[src/rtl/burst_req_issuer_pkg.sv]
// Package adapter_issue_pkg: shared types and constants for burst_req_issuer.
//   state_t          issuer FSM states
//   BEAT_SHIFT       log2 of the default bytes-per-beat
//   PAGE_BYTES       4 KB page size used by the optional boundary limit
//   PAGE_LIMIT_EN    1 when BURST_BOUNDARY_4K_EN is defined
//   beat_shift()     log2 helper for a parameterised beat size
// Configuration macro: BURST_BOUNDARY_4K_EN
package adapter_issue_pkg;

  typedef enum logic [1:0] {
    IDLE,
    ISSUE,
    DRAIN
  } state_t;

  localparam int unsigned DEF_BYTES_PER_BEAT = 8;
  localparam int unsigned BEAT_SHIFT         = $clog2(DEF_BYTES_PER_BEAT);
  localparam int unsigned PAGE_BYTES         = 4096;

`ifdef BURST_BOUNDARY_4K_EN
  localparam bit PAGE_LIMIT_EN = 1'b1;
`else
  localparam bit PAGE_LIMIT_EN = 1'b0;
`endif

  function automatic int unsigned beat_shift(input int unsigned bytes_per_beat);
    return $clog2(bytes_per_beat);
  endfunction

endpackage

[src/rtl/burst_req_issuer_if.sv]
// Interface burst_req_issuer_if: command, request, response and tracker
// signals of the burst issuer.
//   master modport : issuer side (accepts commands, issues requests,
//                    drives tracker pulses)
//   slave modport  : environment side (command source, downstream,
//                    responder and outstanding-burst tracker)
interface burst_req_issuer_if #(
  parameter int unsigned ADDR_WIDTH = 32,
  parameter int unsigned LEN_WIDTH  = 16
);
  logic                  cmd_valid;
  logic                  cmd_ready;
  logic [ADDR_WIDTH-1:0] cmd_addr;
  logic [LEN_WIDTH-1:0]  cmd_beats;
  logic                  req_valid;
  logic                  req_ready;
  logic [ADDR_WIDTH-1:0] req_addr;
  logic [7:0]            req_len;
  logic                  rsp_valid;
  logic                  rsp_last;
  logic                  trk_up;
  logic                  trk_down;
  logic                  trk_full;
  logic                  trk_empty;

  modport master (
    input  cmd_valid, cmd_addr, cmd_beats, req_ready, rsp_valid, rsp_last,
           trk_full, trk_empty,
    output cmd_ready, req_valid, req_addr, req_len, trk_up, trk_down
  );

  modport slave (
    output cmd_valid, cmd_addr, cmd_beats, req_ready, rsp_valid, rsp_last,
           trk_full, trk_empty,
    input  cmd_ready, req_valid, req_addr, req_len, trk_up, trk_down
  );
endinterface

[src/rtl/burst_req_issuer_len_calc.sv]
// Module burst_len_calc: combinational burst length for the next request.
//   remaining  in   beats still to issue
//   page_off   in   low 12 bits of the current burst address
//   len        out  beats in this burst = min(remaining, BURST_MAX [, 4K room])
//   req_len    out  len - 1 (0 when len is 0)
// Configuration macro: BURST_BOUNDARY_4K_EN (limits len to the room left in
// the current 4 KB page).
module burst_len_calc
  import adapter_issue_pkg::*;
#(
  parameter int unsigned LEN_WIDTH      = 16,
  parameter int unsigned BURST_MAX      = 16,
  parameter int unsigned BYTES_PER_BEAT = DEF_BYTES_PER_BEAT
) (
  input  logic [LEN_WIDTH-1:0] remaining,
  input  logic [11:0]          page_off,
  output logic [LEN_WIDTH-1:0] len,
  output logic [7:0]           req_len
);
  localparam int unsigned SHIFT = beat_shift(BYTES_PER_BEAT);

  logic [31:0] rem_w;
  logic [31:0] lim;
  logic [31:0] page_lim;
  logic [31:0] len_w;

  always_comb begin
    rem_w    = 32'(remaining);
    lim      = 32'(BURST_MAX);
    // Address is beat aligned, so the page room is always at least one beat.
    page_lim = (32'(PAGE_BYTES) - 32'(page_off)) >> SHIFT;
    if (PAGE_LIMIT_EN && (page_lim < lim)) begin
      lim = page_lim;
    end
    len_w   = (rem_w < lim) ? rem_w : lim;
    len     = len_w[LEN_WIDTH-1:0];
    req_len = (len_w == 32'd0) ? 8'd0 : 8'(len_w - 32'd1);
  end
endmodule

[src/rtl/burst_req_issuer.sv]
// Module burst_req_issuer: splits a transfer command (start address, beat
// count) into bursts issued on a valid/ready request port, driving the
// up/down pulses of an external outstanding-burst tracker.
//   clk, rst     clock, asynchronous active-high reset (shared with tracker)
//   bus          burst_req_issuer_if.master: cmd_*, req_*, rsp_*, trk_*
//   busy         transfer in progress (ISSUE or DRAIN)
//   done         one-cycle pulse when a transfer completes
//   err_rsp      sticky: rsp_last seen with nothing outstanding
// Configuration macro: BURST_BOUNDARY_4K_EN (no burst crosses a 4 KB page).
module burst_req_issuer
  import adapter_issue_pkg::*;
#(
  parameter int unsigned ADDR_WIDTH     = 32,
  parameter int unsigned LEN_WIDTH      = 16,
  parameter int unsigned BURST_MAX      = 16,
  parameter int unsigned BYTES_PER_BEAT = DEF_BYTES_PER_BEAT
) (
  input  logic                clk,
  input  logic                rst,
  burst_req_issuer_if.master  bus,
  output logic                busy,
  output logic                done,
  output logic                err_rsp
);
  localparam int unsigned SHIFT = beat_shift(BYTES_PER_BEAT);
  localparam logic [ADDR_WIDTH-1:0] LOW_MASK = ADDR_WIDTH'(BYTES_PER_BEAT - 1);

  state_t                state_q, state_d;
  logic [ADDR_WIDTH-1:0] addr_q, addr_d;
  logic [LEN_WIDTH-1:0]  rem_q, rem_d;
  logic [LEN_WIDTH-1:0]  len;
  logic [7:0]            req_len;
  logic                  pend_q;
  logic                  rdy_en_q;
  logic                  done_q;
  logic                  err_q;
  logic                  cmd_acc;
  logic                  rsp_end;
  logic                  rsp_bad;

  burst_len_calc #(
    .LEN_WIDTH      (LEN_WIDTH),
    .BURST_MAX      (BURST_MAX),
    .BYTES_PER_BEAT (BYTES_PER_BEAT)
  ) u_len_calc (
    .remaining (rem_q),
    .page_off  (addr_q[11:0]),
    .len       (len),
    .req_len   (req_len)
  );

  always_comb begin
    state_d       = state_q;
    addr_d        = addr_q;
    rem_d         = rem_q;
    cmd_acc       = 1'b0;
    bus.cmd_ready = 1'b0;
    bus.req_valid = 1'b0;
    bus.trk_up    = 1'b0;
    unique case (state_q)
      IDLE: begin
        // rdy_en_q keeps cmd_ready low until the first edge after reset.
        bus.cmd_ready = rdy_en_q;
        cmd_acc       = bus.cmd_valid & rdy_en_q;
        if (cmd_acc) begin
          addr_d = bus.cmd_addr & ~LOW_MASK;
          rem_d  = bus.cmd_beats;
          if (bus.cmd_beats != '0) begin
            state_d = ISSUE;
          end
        end
      end
      ISSUE: begin
        // A pending request ignores trk_full; addr_q/rem_q only move on a
        // handshake, so address and length stay stable while pending.
        bus.req_valid = pend_q | ~bus.trk_full;
        bus.trk_up    = bus.req_valid & bus.req_ready;
        if (bus.trk_up) begin
          addr_d = addr_q + (ADDR_WIDTH'(len) << SHIFT);
          rem_d  = rem_q - len;
          if (rem_q == len) begin
            state_d = DRAIN;
          end
        end
      end
      DRAIN: begin
        if (bus.trk_empty) begin
          state_d = IDLE;
        end
      end
      default: state_d = IDLE;
    endcase
  end

  // A burst end with nothing outstanding (and no issue this cycle) would
  // underflow the tracker, so it is dropped and flagged instead.
  assign rsp_end      = bus.rsp_valid & bus.rsp_last;
  assign rsp_bad      = rsp_end & bus.trk_empty & ~bus.trk_up;
  assign bus.trk_down = rsp_end & ~rsp_bad;
  assign bus.req_addr = addr_q;
  assign bus.req_len  = req_len;
  assign busy         = (state_q != IDLE);
  assign done         = done_q | ((state_q == DRAIN) & bus.trk_empty);
  assign err_rsp      = err_q;

  always_ff @(posedge clk or posedge rst) begin
    if (rst) begin
      state_q  <= IDLE;
      addr_q   <= '0;
      rem_q    <= '0;
      pend_q   <= 1'b0;
      rdy_en_q <= 1'b0;
      done_q   <= 1'b0;
      err_q    <= 1'b0;
    end else begin
      state_q  <= state_d;
      addr_q   <= addr_d;
      rem_q    <= rem_d;
      pend_q   <= bus.req_valid & ~bus.req_ready;
      rdy_en_q <= 1'b1;
      done_q   <= cmd_acc & (bus.cmd_beats == '0);
      err_q    <= err_q | rsp_bad;
    end
  end
endmodule

[src/flat_wrapper.sv]
// flat-port wrapper written by rule: the top's interface ports become plain ports
module burst_req_issuer_flat import adapter_issue_pkg::*;
#(
  parameter int unsigned ADDR_WIDTH     = 32,
  parameter int unsigned LEN_WIDTH      = 16,
  parameter int unsigned BURST_MAX      = 16,
  parameter int unsigned BYTES_PER_BEAT = DEF_BYTES_PER_BEAT
)
  (clk, rst, busy, done, err_rsp, bus_cmd_valid, bus_cmd_addr, bus_cmd_beats, bus_req_ready, bus_rsp_valid, bus_rsp_last, bus_trk_full, bus_trk_empty, bus_cmd_ready, bus_req_valid, bus_req_addr, bus_req_len, bus_trk_up, bus_trk_down);
  burst_req_issuer_if #(.ADDR_WIDTH(ADDR_WIDTH), .LEN_WIDTH(LEN_WIDTH)) bus_i ();
  input  logic clk;
  input  logic rst;
  output logic busy;
  output logic done;
  output logic err_rsp;
  input wire logic [$bits(bus_i.cmd_valid)-1:0] bus_cmd_valid;
  input wire logic [$bits(bus_i.cmd_addr)-1:0] bus_cmd_addr;
  input wire logic [$bits(bus_i.cmd_beats)-1:0] bus_cmd_beats;
  input wire logic [$bits(bus_i.req_ready)-1:0] bus_req_ready;
  input wire logic [$bits(bus_i.rsp_valid)-1:0] bus_rsp_valid;
  input wire logic [$bits(bus_i.rsp_last)-1:0] bus_rsp_last;
  input wire logic [$bits(bus_i.trk_full)-1:0] bus_trk_full;
  input wire logic [$bits(bus_i.trk_empty)-1:0] bus_trk_empty;
  output wire logic [$bits(bus_i.cmd_ready)-1:0] bus_cmd_ready;
  output wire logic [$bits(bus_i.req_valid)-1:0] bus_req_valid;
  output wire logic [$bits(bus_i.req_addr)-1:0] bus_req_addr;
  output wire logic [$bits(bus_i.req_len)-1:0] bus_req_len;
  output wire logic [$bits(bus_i.trk_up)-1:0] bus_trk_up;
  output wire logic [$bits(bus_i.trk_down)-1:0] bus_trk_down;
  assign bus_i.cmd_valid = bus_cmd_valid;
  assign bus_i.cmd_addr = bus_cmd_addr;
  assign bus_i.cmd_beats = bus_cmd_beats;
  assign bus_i.req_ready = bus_req_ready;
  assign bus_i.rsp_valid = bus_rsp_valid;
  assign bus_i.rsp_last = bus_rsp_last;
  assign bus_i.trk_full = bus_trk_full;
  assign bus_i.trk_empty = bus_trk_empty;
  assign bus_cmd_ready = bus_i.cmd_ready;
  assign bus_req_valid = bus_i.req_valid;
  assign bus_req_addr = bus_i.req_addr;
  assign bus_req_len = bus_i.req_len;
  assign bus_trk_up = bus_i.trk_up;
  assign bus_trk_down = bus_i.trk_down;
  burst_req_issuer #(.ADDR_WIDTH(ADDR_WIDTH), .LEN_WIDTH(LEN_WIDTH), .BURST_MAX(BURST_MAX), .BYTES_PER_BEAT(BYTES_PER_BEAT)) u_core (.clk(clk), .rst(rst), .bus(bus_i), .busy(busy), .done(done), .err_rsp(err_rsp));
endmodule
[config.mk]
export PLATFORM = sky130hd
export DESIGN_NAME = burst_req_issuer_flat
export DESIGN_NICKNAME = d
export VERILOG_FILES = /design/src/rtl/burst_req_issuer_pkg.sv /design/src/rtl/burst_req_issuer_if.sv /design/src/rtl/burst_req_issuer_len_calc.sv /design/src/rtl/burst_req_issuer.sv /design/src/flat_wrapper.sv
export SDC_FILE = /design/constraint.sdc
export NUM_CORES = 1
export LEC_CHECK = 0
export CAP_MARGIN = 0
export CORE_MARGIN = 2
export CORE_UTILIZATION = 35
export DETAILED_ROUTE_END_ITERATION = 10
export MAX_ROUTING_LAYER = met4
export SYNTH_ARGS = -nofsm -noshare
export SYNTH_HDL_FRONTEND = slang
export SYNTH_SLANG_ARGS = --single-unit
[constraint.sdc]
create_clock -name clk -period 8.85 [get_ports clk]
set_input_delay 1.3275 -clock clk [delete_from_list [all_inputs] [get_ports clk]]
set_output_delay 1.3275 -clock clk [all_outputs]
set_load 0.02 [all_outputs]
# [Word level (Yosys, flattened, before mapping)]
# Cells that the tools add are included.
# Widths: inputs -> output; s select.
[word_totals] ff_bits=54 input_bits=56 elab_cells=61
[op_classes] addsub=3 magnitude_cmp=1 eq_ne=8 muxes=18 n_bitwise=16 reduce_logical=8
[op_table] operator="$mux 32" count=2
[op_table] operator="$pmux 32 s2" count=1
[op_table] operator="$mux 16" count=3
[op_table] operator="$add 32x19->32" count=1
[op_table] operator="$logic_not 32->1" count=1
[op_table] operator="$pmux 16 s2" count=1
[op_table] operator="$eq 16x16->1" count=1
[op_table] operator="$logic_not 16->1" count=1
[op_table] operator="$lt 16x5->1 const B" count=1
[op_table] operator="$reduce_bool 16->1" count=1
[op_table] operator="$sub 16x16->16" count=1
[op_table] operator="$mux 2" count=5
[op_table] operator="$and 1x1->1" count=9
[op_table] operator="$mux 8" count=1
[op_table] operator="$ne 2x1->1 const B" count=4
[op_table] operator="$sub 8x1->8 const B" count=1
[op_table] operator="$pmux 2 s3" count=1
[op_table] operator="$reduce_and 5->1" count=1
[op_table] operator="$mux 1" count=4
[op_table] operator="$not 1->1" count=4
[op_table] operator="$reduce_bool 2->1" count=2
[op_table] operator="$or 1x1->1" count=3
[op_table] operator="$reduce_and 3->1" count=1
[op_table] operator="$eq 2x1->1 const B" count=1
[op_table] operator="other kinds (3)" count=3

# [Logic depth before layout (Yosys ltp)]
[depth] ltp_word=8 mapped_depth=15 mapped_depth_nobuf=13

# [Hierarchy]
# From an unflattened synthesis, not the netlist that was laid out.
[unflattened] hier_cells=590 area_unflattened_um2=4549.4
[by_module_without_submodules] mod="burst_req_issuer" n_inst=1 cells_per_inst=547 area_each_um2=4264.1
[by_module_without_submodules] mod="burst_len_calc" n_inst=1 cells_per_inst=43 area_each_um2=285.3

# [Worst setup path before layout]
# OpenSTA, ideal clock, no wires.
[synth_timing] path_type="register to output" start="reg u_core.rem_q[5]" end="out bus_req_len[0]" arrival_ns=2.872 slack_ns=4.651 path_stages_with_launch=9 n_path_buf=2 cell_sequence="dfrtp_1 > or4_1 > buf_2 > nor4_1 > clkbuf_1 > nand2_1 > ha_1 > nor3b_1 > o21ai_0"
[synth_between] elab_chain_len=4 word_cells_on_any_way=5 cone_classes="add/sub (1); order compare (1); mux (2); reduce/logical (1)"
[synth_lines] element="start, declared" line="burst_req_issuer.sv:30" source="logic [LEN_WIDTH-1:0] rem_q, rem_d;"
[synth_lines] element="start signal, assigned" line="burst_req_issuer.sv:118" source="rem_q <= rem_d;"
[synth_lines] element="$lt 16x5->1" line="burst_req_issuer_len_calc.sv:35" source="len_w = (rem_w < lim) ? rem_w : lim;"
[synth_lines] element="$mux 16 *" line="burst_req_issuer_len_calc.sv:35"
[synth_lines] element="$sub 8x1->8 / $logic_not 32->1 (equally long branches)" line="burst_req_issuer_len_calc.sv:37" source="req_len = (len_w == 32'd0) ? 8'd0 : 8'(len_w - 32'd1);"
[synth_lines] element="$mux 8 *" line="burst_req_issuer_len_calc.sv:37"
[synth_lines] element="end, declared" line="flat_wrapper.sv:27" source="output wire logic [$bits(bus_i.req_len)-1:0] bus_req_len;"
# Every way passes the cells marked *; elsewhere a longest branch is shown, timed or not.

# [Final worst setup path]
[layout_timing] start="reg u_core.rem_q[5]" end="out bus_req_len[1]"
# Same word-level chain as after synthesis.

==> impl_metrics.env <==
export IMPL_ant_nets=0
export IMPL_gp_congestion=0.8285
export IMPL_routed_via_count=3969
export IMPL_tritoncts="done"
export IMPL_cts_made_buffers=5
export IMPL_drt_iter0_markers=253
export IMPL_htree_levels=2
export IMPL_clock_latency_ns=0.32
export IMPL_ys_ff_latch=51
export IMPL_crit_fanout=13
export IMPL_p_leak_nw=2.023
export IMPL_p_seq_share_pct=30.4
export IMPL_max_slew_margin_pct=39.44
export IMPL_drcViolationCount=0
export IMPL_post_cts_buffers=0
export IMPL_area_growth_pct=31.02
export IMPL_seq_area_frac_synth_pct=33.38
export IMPL_drv_cap=0
export IMPL_chipWidth_um=108.5
export IMPL_whs_ns=0.4789
export IMPL_post_cts_resized=0
export IMPL_fmax_mhz=216.7
export IMPL_required_ns=7.52
export IMPL_stdcell_area_um2=5010
export IMPL_diodes=0
export IMPL_ys_warnings_count=0
export IMPL_power_frac_clock_pct=9.6
export IMPL_dieArea_um2=11780
export IMPL_io_buffer_count=95
export IMPL_finalClockSkew_ns=0.009779
export IMPL_dp_hpwl_um=8000
export IMPL_drive_gt1_share_pct=4.594
export IMPL_rows=38
export IMPL_tns_ns=0
export IMPL_die_y_um=108.5
export IMPL_cts_root_buf="clkbuf_8"
export IMPL_synth_cell_types=65
export IMPL_layoutNonFillerInstCount=706
export IMPL_path_clk_slew_ns=0.10
export IMPL_synth_edf_count=0
export IMPL_post_drt_wl_per_cell_um=16.11
export IMPL_p_sw_w=0.0006933
export IMPL_cts_sinks=51
export IMPL_grt_start_max_net_pins=58
export IMPL_slew_viol_final=0
export IMPL_ir_drop_v=0.0001061
export IMPL_tightest_slew_ns=0.9074
export IMPL_holdBufCountCts=0
export IMPL_synthCells=472
export IMPL_grt_pass1_vias=3709
export IMPL_dp_slack_ns=4.326
export IMPL_routed_via_density=5.622
export IMPL_synthFlopType="dfrtp_1"
export IMPL_p_sw_share_pct=47.40
export IMPL_async_reset_ff_share_pct=100.0
export IMPL_synth_area_per_cell_um2=8.101
export IMPL_endpoint_kind="output pin"
export IMPL_period_share_pct=52.13
export IMPL_cts_path_max_buffers=2
export IMPL_worst_slack_ns=4.236
export IMPL_status="complete, no violations"
export IMPL_pwr_share_comb_pct=60.0
export IMPL_dp_cells=698
export IMPL_p_int_w=0.0007692
export IMPL_antenna_found_initial=0
export IMPL_place_area_um2=4928
export IMPL_first_pass_iters=5
export IMPL_hp_class="flip-flop to flip-flop"
export IMPL_finalHoldViolations=0
export IMPL_setup_violations=0
export IMPL_grt_usage_pct=20.51
export IMPL_arrival_ns=3.29
export IMPL_path_class="flip-flop to output pin"
export IMPL_nets=639
export IMPL_detail_route_wirelength_um=11380
export IMPL_grt_pass1_wl_um=18620
export IMPL_core_um2=10750
export IMPL_netlist_area_um2=3824
export IMPL_rsz0062_at_grt="no"
export IMPL_min_period_ns=4.614
export IMPL_powerDensity_nw_per_um2=291.9
export IMPL_grt_overflow_total=0
export IMPL_ios=103
export IMPL_start_util_pct=35.58
export IMPL_start_kind="flip-flop"
-- critical path, cell delays in order (launching register included) --
cell,delay (ns)
dfrtp_1,0.45
or4_1,0.70
nor4_2,0.28
buf_4,0.22
nand2_1,0.09
ha_1,0.27
nor3b_1,0.17
a21oi_1,0.16
clkdlybuf4s50_1,0.62
-- cells in the mapped netlist (3+ instances only) --
| cell | instances | area share, % |
|---|---|---|
| nand3b_1 | 4 | 0.79 |
| nor4_1 | 12 | 2.0 |
| or4_1 | 5 | 0.98 |
| a211o_1 | 3 | 0.69 |
| nand4_1 | 10 | 1.6 |
| a31oi_1 | 6 | 0.98 |
| nor2_1 | 40 | 3.9 |
| a32oi_1 | 4 | 0.92 |
| nand2b_1 | 4 | 0.65 |
| and2_1 | 7 | 1.1 |
| or3_1 | 8 | 1.3 |
| ha_1 | 17 | 5.6 |
| a311oi_1 | 7 | 1.6 |
| a41oi_1 | 3 | 0.69 |
| a21o_1 | 9 | 1.8 |
| nor2b_1 | 5 | 0.82 |
| xnor2_1 | 5 | 1.1 |
| xor2_1 | 3 | 0.69 |
| a21oi_1 | 39 | 5.1 |
| nand3_1 | 20 | 2.6 |
| dfrtp_1 | 51 | 33 |
| o22ai_1 | 5 | 0.82 |
| clkbuf_1 | 22 | 2.2 |
| o211ai_1 | 3 | 0.59 |
| a22oi_1 | 5 | 0.98 |
| nand2_1 | 48 | 4.7 |
| nor3_1 | 10 | 1.3 |
| and3_1 | 9 | 1.5 |
| inv_1 | 13 | 1.3 |
| a22o_1 | 4 | 0.92 |
| o21ai_0 | 40 | 5.2 |
| buf_4 | 4 | 0.79 |
| a211oi_1 | 4 | 0.79 |
-- registers in the layout (all words and copies together), names as in the netlist --
name / count
u_core.rem_q: 16
u_core.err_rsp: 1
u_core.state_q: 2
u_core.pend_q: 1
u_core.done_q: 1
u_core.bus.req_addr: 29
u_core.rdy_en_q: 1
-- cell families (layout without fill, tap and decap cells) --
group / count (synthesis) / count (layout) / share of synthesized area (%)
buf+inv: 44 / 123 / 4.941
xor+xnor: 8 / 8 / 1.833
simple gates: 188 / 188 / 24.71
other cells: 2 / 17 / 0.1964
fa+ha+maj: 19 / 19 / 6.381
mux: 3 / 3 / 0.8181
flops: 51 / 51 / 33.38
compound gates: 157 / 157 / 27.75
-- layout by cell type, fill, tap and decap left out, drive strengths merged, types with 6 or more instances in the layout --
master,n
nor2,40
nor3,10
nor4,12
and3,9
buf,6
a31oi,6
clkdlybuf4s50,95
or4,6
o21ai,41
a311oi,7
conb,17
ha,17
inv,13
or3,8
a21oi,39
a21o,9
nand2,48
and2,7
nand4,10
clkbuf,7
dfrtp,51
nand3,20
-- path summary, 6_finish.rpt --
kind / start / end / slack (ns) / cells past startpoint
setup / recovery: u_core.rem_q[5] / bus_req_len[1] / 4.24 / 8
hold / removal: u_core.err_rsp / u_core.err_rsp / 0.48 / 1
setup reg to reg: u_core.rem_q[5] / u_core.bus.req_addr[28] / 4.63 / 11
hold reg to reg: u_core.err_rsp / u_core.err_rsp / 0.48 / 1
max in group asynchronous: rst / u_core.bus.req_addr[5] / 6.88 / 3
min in group asynchronous: rst / u_core.bus.req_addr[19] / 1.51 / 3
-- stage by stage --
step	utilization (%)	total power, W
global route	46.62	0.001597
floorplan	-	0.001027
detailed placement	45.87	0.001313
global placement	45.87	0.001299
CTS	46.62	0.001458
finish	46.62	0.001462
-- per-layer routing --
layer	global-route usage, %	vias up	wire, um	part of all wire (%)
li1	-	1939	-	-
met1	28.64	1888	5424	48
met2	30.58	129	5070	45
met3	3.436	13	729	6.4
met4	5.769	0	151	1.3
met5	-	-	0	0
-- power groups by stage --
stage,logic (W),registers [W],clock network [W]
after detailed placement,0.000866,0.000448,0
after CTS,0.000869,0.000444,0.000145
after global placement,0.000853,0.000445,0
final,0.000877,0.000445,0.000140
after global routing,0.000977,0.000465,0.000154
after floorplan,0.000542,0.000485,0
-- cell type report --
type,count,area [um2]
tap,140,175.2
inverter,14,52.55
sequential,51,1276
clock buffer,7,76.32
multi-input combinational,392,2429
fill,1066,5736
clock inverter,1,5.005
timing repair buffer,101,996.0
Power figures use the tool's default switching activity.
